--- config.mk ---
export PLATFORM = sky130hd
export DESIGN_NAME = cache_mem_responder_flat
export DESIGN_NICKNAME = d
export VERILOG_FILES = /design/src/rtl/cache_mem_pkg.sv /design/src/rtl/cache_mem_responder_if.sv /design/src/rtl/cache_mem_responder_wb_fifo.sv /design/src/rtl/cache_mem_responder.sv /design/src/flat_wrapper.sv
export SDC_FILE = /design/constraint.sdc
export NUM_CORES = 1
export LEC_CHECK = 0
export ABC_AREA = 1
export BUFFER_PORTS_ARGS = -buffer_cell sky130_fd_sc_hd__buf_2
export CAP_MARGIN = 30
export CORE_MARGIN = 5
export CORE_UTILIZATION = 46
export CTS_CLUSTER_DIAMETER = 80
export DETAILED_ROUTE_END_ITERATION = 6
export PLACE_DENSITY_LB_ADDON = 0.25
export SLEW_MARGIN = 15
export SYNTH_ARGS = -nofsm -noshare
export SYNTH_HDL_FRONTEND = slang
export SYNTH_HIERARCHICAL = 1
export SYNTH_SLANG_ARGS = --single-unit
--- constraint.sdc ---
create_clock -name clk -period 4.6 [get_ports clk]
set_clock_uncertainty 0.2 [all_clocks]
set_input_delay 0.46 -clock clk [delete_from_list [all_inputs] [get_ports clk]]
set_output_delay 0.46 -clock clk [all_outputs]
set_load 0.005 [all_outputs]
--- src/rtl/cache_mem_pkg.sv ---
// Shared types and defaults for the cache memory responder.
// Imported by the interface, the write buffer and the top.
package cache_mem_pkg;

    localparam int ADDR_W_DEF = 6;
    localparam int DATA_W_DEF = 8;

    typedef enum logic [1:0] {
        IDLE  = 2'd0,
        READ  = 2'd1,
        DRAIN = 2'd2,
        RESP  = 2'd3
    } state_t;

    function automatic int cnt_width(input int lat);
        return (lat > 1) ? $clog2(lat) : 1;
    endfunction

endpackage

--- src/rtl/cache_mem_responder_if.sv ---
// Request/response bundle between the cache and its backing store.
// master = cache side, slave = memory responder side.
interface cache_mem_responder_if
    import cache_mem_pkg::*;
#(
    parameter int ADDR_W = ADDR_W_DEF,
    parameter int DATA_W = DATA_W_DEF
) ();

    logic              req_valid;
    logic              req_ready;
    logic              req_write;
    logic [ADDR_W-1:0] req_addr;
    logic [DATA_W-1:0] req_wdata;
    logic              resp_valid;
    logic              resp_ready;
    logic [DATA_W-1:0] resp_rdata;
    logic              wb_empty;

    modport master (
        output req_valid,
        output req_write,
        output req_addr,
        output req_wdata,
        output resp_ready,
        input  req_ready,
        input  resp_valid,
        input  resp_rdata,
        input  wb_empty
    );

    modport slave (
        input  req_valid,
        input  req_write,
        input  req_addr,
        input  req_wdata,
        input  resp_ready,
        output req_ready,
        output resp_valid,
        output resp_rdata,
        output wb_empty
    );

endinterface

--- src/rtl/cache_mem_responder_wb_fifo.sv ---
// Posted-write FIFO with a combinational youngest-entry address lookup.
// Occupancy is held in a count register so any depth wraps cleanly.
module wb_fifo
    import cache_mem_pkg::*;
#(
    parameter int AW    = ADDR_W_DEF,
    parameter int DW    = DATA_W_DEF,
    parameter int DEPTH = 2
) (
    input  logic          clk,
    input  logic          rst_n,
    input  logic          push,
    input  logic [AW-1:0] push_addr,
    input  logic [DW-1:0] push_data,
    input  logic          pop,
    input  logic [AW-1:0] lookup_addr,
    output logic [AW-1:0] head_addr,
    output logic [DW-1:0] head_data,
    output logic          hit,
    output logic [DW-1:0] hit_data,
    output logic          full,
    output logic          empty
);

    localparam int PTR_W = (DEPTH > 1) ? $clog2(DEPTH) : 1;
    localparam int CNT_W = $clog2(DEPTH + 1);

    logic [AW-1:0]    addr_q [DEPTH];
    logic [DW-1:0]    data_q [DEPTH];
    logic [PTR_W-1:0] head;
    logic [PTR_W-1:0] tail;
    logic [CNT_W-1:0] count;

    function automatic logic [PTR_W-1:0] ptr_inc(input logic [PTR_W-1:0] p);
        return (p == PTR_W'(DEPTH - 1)) ? '0 : p + 1'b1;
    endfunction

    always_ff @(posedge clk or negedge rst_n) begin
        if (!rst_n) begin
            head  <= '0;
            tail  <= '0;
            count <= '0;
        end else begin
            if (push) tail <= ptr_inc(tail);
            if (pop)  head <= ptr_inc(head);
            unique case ({push, pop})
                2'b10:   count <= count + 1'b1;
                2'b01:   count <= count - 1'b1;
                default: count <= count;
            endcase
        end
    end

    always_ff @(posedge clk) begin
        if (push) begin
            addr_q[tail] <= push_addr;
            data_q[tail] <= push_data;
        end
    end

    assign head_addr = addr_q[head];
    assign head_data = data_q[head];
    assign full      = (count == CNT_W'(DEPTH));
    assign empty     = (count == '0);

    // Walk oldest to youngest so the last match seen is the newest write.
    always_comb begin
        int s;
        hit      = 1'b0;
        hit_data = '0;
        s        = 0;
        for (int k = 0; k < DEPTH; k++) begin
            s = int'(head) + k;
            if (s >= DEPTH) s = s - DEPTH;
            if (k < int'(count) && addr_q[PTR_W'(s)] == lookup_addr) begin
                hit      = 1'b1;
                hit_data = data_q[PTR_W'(s)];
            end
        end
    end

endmodule

--- src/rtl/cache_mem_responder.sv ---
// Backing store for the set-associative cache: posted writes, forwarded
// reads and a fixed-latency single-port array behind a small write buffer.
module cache_mem_responder
    import cache_mem_pkg::*;
#(
    parameter int ADDR_W   = ADDR_W_DEF,
    parameter int DATA_W   = DATA_W_DEF,
    parameter int LATENCY  = 2,
    parameter int WB_DEPTH = 2
) (
    input logic                  clk,
    input logic                  Reset_n,
    cache_mem_responder_if.slave bus
);

    localparam int MEM_N = 2 ** ADDR_W;
    localparam int CNT_W = cnt_width(LATENCY);
    localparam logic [CNT_W-1:0] LAT_M1 = CNT_W'(LATENCY - 1);

    state_t            state;
    state_t            state_next;
    logic [CNT_W-1:0]  cnt;
    logic [CNT_W-1:0]  cnt_next;
    logic [ADDR_W-1:0] rd_addr;
    logic              resp_valid;
    logic [DATA_W-1:0] resp_rdata;
    logic [DATA_W-1:0] mem [MEM_N];

    logic              xfer;
    logic              push;
    logic              pop;
    logic              mem_we;
    logic              cap_fwd;
    logic              cap_arr;
    logic              latch_addr;
    logic              resp_clr;

    logic [ADDR_W-1:0] head_addr;
    logic [DATA_W-1:0] head_data;
    logic              hit;
    logic [DATA_W-1:0] hit_data;
    logic              full;
    logic              empty;

    wb_fifo #(
        .AW    (ADDR_W),
        .DW    (DATA_W),
        .DEPTH (WB_DEPTH)
    ) u_wb (
        .clk         (clk),
        .rst_n       (Reset_n),
        .push        (push),
        .push_addr   (bus.req_addr),
        .push_data   (bus.req_wdata),
        .pop         (pop),
        .lookup_addr (bus.req_addr),
        .head_addr   (head_addr),
        .head_data   (head_data),
        .hit         (hit),
        .hit_data    (hit_data),
        .full        (full),
        .empty       (empty)
    );

    assign bus.req_ready  = Reset_n && (state == IDLE) && !full;
    assign bus.resp_valid = resp_valid;
    assign bus.resp_rdata = resp_rdata;
    assign bus.wb_empty   = empty;
    assign xfer           = bus.req_valid && bus.req_ready;

    always_comb begin
        state_next = state;
        cnt_next   = cnt;
        push       = 1'b0;
        pop        = 1'b0;
        mem_we     = 1'b0;
        cap_fwd    = 1'b0;
        cap_arr    = 1'b0;
        latch_addr = 1'b0;
        resp_clr   = 1'b0;
        unique case (state)
            IDLE: begin
                // A transfer wins over starting a drain.
                if (xfer && bus.req_write) begin
                    push = 1'b1;
                end else if (xfer && hit) begin
                    cap_fwd    = 1'b1;
                    state_next = RESP;
                end else if (xfer) begin
                    latch_addr = 1'b1;
                    cnt_next   = LAT_M1;
                    state_next = READ;
                end else if (!empty) begin
                    cnt_next   = LAT_M1;
                    state_next = DRAIN;
                end
            end
            READ: begin
                if (cnt == '0) begin
                    cap_arr    = 1'b1;
                    state_next = RESP;
                end else begin
                    cnt_next = cnt - 1'b1;
                end
            end
            DRAIN: begin
                if (cnt == '0) begin
                    mem_we     = 1'b1;
                    pop        = 1'b1;
                    state_next = IDLE;
                end else begin
                    cnt_next = cnt - 1'b1;
                end
            end
            RESP: begin
                if (bus.resp_ready) begin
                    resp_clr   = 1'b1;
                    state_next = IDLE;
                end
            end
            default: state_next = IDLE;
        endcase
    end

    always_ff @(posedge clk or negedge Reset_n) begin
        if (!Reset_n) begin
            state      <= IDLE;
            cnt        <= '0;
            rd_addr    <= '0;
            resp_valid <= 1'b0;
            resp_rdata <= '0;
        end else begin
            state <= state_next;
            cnt   <= cnt_next;
            if (latch_addr) rd_addr <= bus.req_addr;
            if (cap_fwd) begin
                resp_valid <= 1'b1;
                resp_rdata <= hit_data;
            end else if (cap_arr) begin
                resp_valid <= 1'b1;
                resp_rdata <= mem[rd_addr];
            end else if (resp_clr) begin
                resp_valid <= 1'b0;
            end
        end
    end

    always_ff @(posedge clk or negedge Reset_n) begin
        if (!Reset_n) begin
            for (int i = 0; i < MEM_N; i++) mem[i] <= '0;
        end else if (mem_we) begin
            mem[head_addr] <= head_data;
        end
    end

endmodule
--- src/flat_wrapper.sv ---
// flat-port wrapper written by rule: the top's interface ports become plain ports
module cache_mem_responder_flat import cache_mem_pkg::*;
#(
    parameter int ADDR_W   = ADDR_W_DEF,
    parameter int DATA_W   = DATA_W_DEF,
    parameter int LATENCY  = 2,
    parameter int WB_DEPTH = 2
)
  (clk, Reset_n, bus_req_valid, bus_req_write, bus_req_addr, bus_req_wdata, bus_resp_ready, bus_req_ready, bus_resp_valid, bus_resp_rdata, bus_wb_empty);
  cache_mem_responder_if #(.ADDR_W(ADDR_W), .DATA_W(DATA_W)) bus_i ();
  input logic clk;
  input logic Reset_n;
  input wire logic [$bits(bus_i.req_valid)-1:0] bus_req_valid;
  input wire logic [$bits(bus_i.req_write)-1:0] bus_req_write;
  input wire logic [$bits(bus_i.req_addr)-1:0] bus_req_addr;
  input wire logic [$bits(bus_i.req_wdata)-1:0] bus_req_wdata;
  input wire logic [$bits(bus_i.resp_ready)-1:0] bus_resp_ready;
  output wire logic [$bits(bus_i.req_ready)-1:0] bus_req_ready;
  output wire logic [$bits(bus_i.resp_valid)-1:0] bus_resp_valid;
  output wire logic [$bits(bus_i.resp_rdata)-1:0] bus_resp_rdata;
  output wire logic [$bits(bus_i.wb_empty)-1:0] bus_wb_empty;
  assign bus_i.req_valid = bus_req_valid;
  assign bus_i.req_write = bus_req_write;
  assign bus_i.req_addr = bus_req_addr;
  assign bus_i.req_wdata = bus_req_wdata;
  assign bus_i.resp_ready = bus_resp_ready;
  assign bus_req_ready = bus_i.req_ready;
  assign bus_resp_valid = bus_i.resp_valid;
  assign bus_resp_rdata = bus_i.resp_rdata;
  assign bus_wb_empty = bus_i.wb_empty;
  cache_mem_responder #(.ADDR_W(ADDR_W), .DATA_W(DATA_W), .LATENCY(LATENCY), .WB_DEPTH(WB_DEPTH)) u_core (.clk(clk), .Reset_n(Reset_n), .bus(bus_i));
endmodule
==> key figures <==
Power
  • Internal power: 11.25 mW
  • Seq pwr share: 38.5%
  • Pwr Density: 657.0 nW/um^2
  • P_leak: 13.12 nW
  • Combinational share of power: 36.5%
  • Switching part of the total: 41.00%
  • Clock Power Share: 25.0%
  • Max VDD drop: 0.3770 mV
  • Sw Pwr: 7.817 mW

Final layout
  • Layout Nets: 3231
  • Antenna cells: 0
  • Share of cells above drive strength 1: 7.279%
  • Area Overhead vs Synth: 9.338%

Floorplan
  • Die width: 250.2 um
  • Die height: 250.2 um
  • Die Area: 62600 um^2
  • IO Pins: 30
  • Initial Utilization: 46.18%
  • Core Footprint: 57480 um^2
  • Std cell rows: 88

Timing
  • Fmax: 0.2761 GHz
  • Final Hold Fails: 0
  • RSZ-0062 raised after global routing: false
  • # setup viols final: 0
  • Fin crit share: 78.75%
  • Hold Slack: 62.79 ps
  • Slew @ Worst Pin: 1091 ps
  • Final TNS setup: 0 ps
  • Final Max Tran Viols: 0
  • Rel. slew slack: 27.27%
  • Crit path time final: 3622 ps

Clocking
  • H-tree Lvls: 2
  • CTS buffer count: 61
  • Root Driver: clkbuf_16
  • Max Root-Sink Buffers: 3
  • Total clock sinks: 562
  • CTS tree: yes
  • CTS clk-pin slew, worst paths: 60 ps
  • Worst-Skew Late Latency: 630 ps

Global routing
  • Global routing's busiest layer: met2
  • Initial antenna violation count: 1
  • M1 GR Usage: 33.02%
  • M2 GR Usage: 35.82%
  • GR Util met3: 3.759%
  • GRT Residual Overflow: 0
  • Vias in the first global route: 21010
  • First-pass GRT wire length: 118.0 mm
  • GRT Overall Usage: 23.15%
  • Largest net degree at the start of global routing: 181

Synth
  • Register area share after synthesis: 53.51%
  • Synth unique cells: 33
  • Syn Std Cell Area: 26540 um^2
  • Yosys warnings: 6
  • Flops & latches, synth: 562
  • Syn nets: 3322
  • Synth Area per Inst: 8.058 um^2
  • Syn Inst Count: 3294

Routing
  • Iter 0 DRT Violations: 2281
  • DR vias/cell: 5.544
  • First-pass detailed-route iteration total: 6
  • DRC Markers: 0
  • Total wire length: 73.88 mm
  • Vias: 22220
  • DR WL/cell: 18.44 um
  • Antenna Nets Post-Route: 0

Worst setup path
  • WP data required: 4870 ps
  • CP Launch Type: flip-flop
  • CP Data Arrival Time: 3900 ps
  • Crit path kind: reg -> reg
  • Worst Setup End Kind: flip-flop
  • Critical R2R Launch: u_core/u_wb/head
  • CP Max Fanout: 34
  • Crit. Startpoint: u_core/u_wb/head

Place
  • DPL Wire Length: 44.65 mm
  • Port bufs: 29
  • GPL Wtd Cong: 0.9018

Flow run
  • Max_cap viols: 0

Hold path
  • Min-delay src: bus_req_write
  • Worst min path class: in -> reg

Run status
  • Status: completed
## registers in the layout, indices dropped and copies added (netlist names)
register and count:
u_core/bus.resp_valid 1, u_core/mem 512, u_core/u_wb/addr_q 12, u_core/rd_addr 6, u_core/u_wb/data_q 16, u_core/cnt 1, u_core/bus.resp_rdata 8, u_core/u_wb/tail 1
u_core/u_wb/head 1, u_core/state 2, u_core/u_wb/count 2
## synthesized netlist by cell type, drive strengths merged
cell type / instances / area (um^2)
o21ai: 544 / 2723
a21oi: 7 / 35.03
clkinv: 12 / 45.04
o211ai: 1 / 7.510
dfrtp: 534 / 13360
nor3: 18 / 167.7
o22ai: 1 / 6.260
xnor2: 2 / 17.52
edfxtp: 28 / 840.8
buf: 94 / 616.8
nor2: 22 / 136.4
nand2: 1342 / 5152
inv: 59 / 224.0
nor4: 8 / 170.2
clkbuf: 140 / 525.5
xor2: 3 / 33.79
nand3: 470 / 2365
ha: 9 / 112.6
## metrics by stage
stage	total power, mW	util, %	instance area, um^2	setup slack, ps	instances
2_1_floorplan	11.93	-	26540	2087	3294
3_3_place_gp	14.01	46.68	26830	1209	3884
3_5_place_dp	14.23	46.71	26850	1105	3885
4_1_cts	19.05	50.34	28930	1044	4003
5_1_grt	20.25	50.49	29020	745.7	4007
6_report	19.07	50.49	29020	977.5	4007
## power groups by stage
stage          Clock (mW)  Sequential (mW)  Combinational, mW
6_report             4.77             7.35               6.95
5_1_grt              5.06             7.52               7.66
4_1_cts              4.86             7.33               6.86
3_5_place_dp            0             7.39               6.83
3_3_place_gp            0             7.34               6.67
2_1_floorplan           0             7.10               4.83
## routing by layer
layer | share of wire, % | routed length (um)
met5 | 0.016 | 12
met4 | 4.0 | 2931
met3 | 7.2 | 5298
met2 | 45 | 33140
met1 | 44 | 32490
## logic make-up (layout without fill, tap and decap cells)
logic type	after synthesis	count (layout)	synth area share, %
AO/OA/AOI/OAI	553	553	10.44
XOR/XNOR	5	5	0.1933
adder cells (fa/ha/maj)	9	9	0.4243
buffers and inverters	305	253	5.317
flip-flops	562	562	53.51
AND/OR/NAND/NOR	1860	1860	30.11
## layout by cell type (no fill, tap or decap), types with 6 or more instances in the layout
| master | synthesis | final |
|---|---|---|
| o21ai_1 | 53 | 53 |
| o21ai_0 | 491 | 491 |
| nor3_1 | 10 | 10 |
| buf_12 | 1 | 10 |
| clkinv_2 | 0 | 8 |
| clkbuf_8 | 0 | 12 |
| inv_2 | 7 | 16 |
| clkbuf_1 | 140 | 13 |
| nor2_1 | 17 | 17 |
| a21oi_1 | 7 | 7 |
| nor3_4 | 6 | 6 |
| dfrtp_1 | 534 | 531 |
| inv_1 | 51 | 49 |
| edfxtp_1 | 28 | 28 |
| buf_4 | 3 | 24 |
| nor4_4 | 8 | 8 |
| nand3_1 | 469 | 469 |
| nand2_2 | 34 | 34 |
| dlygate4sd3_1 | 0 | 16 |
| ha_1 | 9 | 9 |
| nand2_1 | 1304 | 1304 |
| buf_2 | 57 | 28 |
| clkbuf_16 | 0 | 61 |
## final cells by class
class                   instances  area (um^2)
fillers                      5431        28450
flip-flops and latches        562        14210
multi-input cells            2427        10930
clock buffers                  86         1740
well taps                     765        957.2
repair buffers                 80        723.2
inverters                      71        276.5
clock inverters                16        183.9
## repair_timing
action,4_1_cts,5_1_grt
resized for setup,0,0
buffers inserted,0,0
hold endpoints to repair,77,0
hold buffers,16,0
## path summary, 6_finish.rpt
check                                   end  slack [ps]  depth (start not counted)
setup / recovery            u_core/mem[113]         980                          8
hold / removal             u_core/u_wb/tail          60                          4
setup reg to reg            u_core/mem[113]         980                          8
hold reg to reg             u_core/mem[151]         280                          2
max in group asynchronous    u_core/mem[69]        1880                          5
min in group asynchronous   u_core/mem[430]         130                          2
## worst max-delay path, stage by stage (launching register included)
cell,delay [ps]
dfrtp_1,390
buf_4,330
nand2_1,130
nand2_1,430
inv_2,230
nor4_4,900
nand2_1,550
nand2_1,190
o21ai_0,110
No activity file was read; power rests on OpenSTA's default activity.
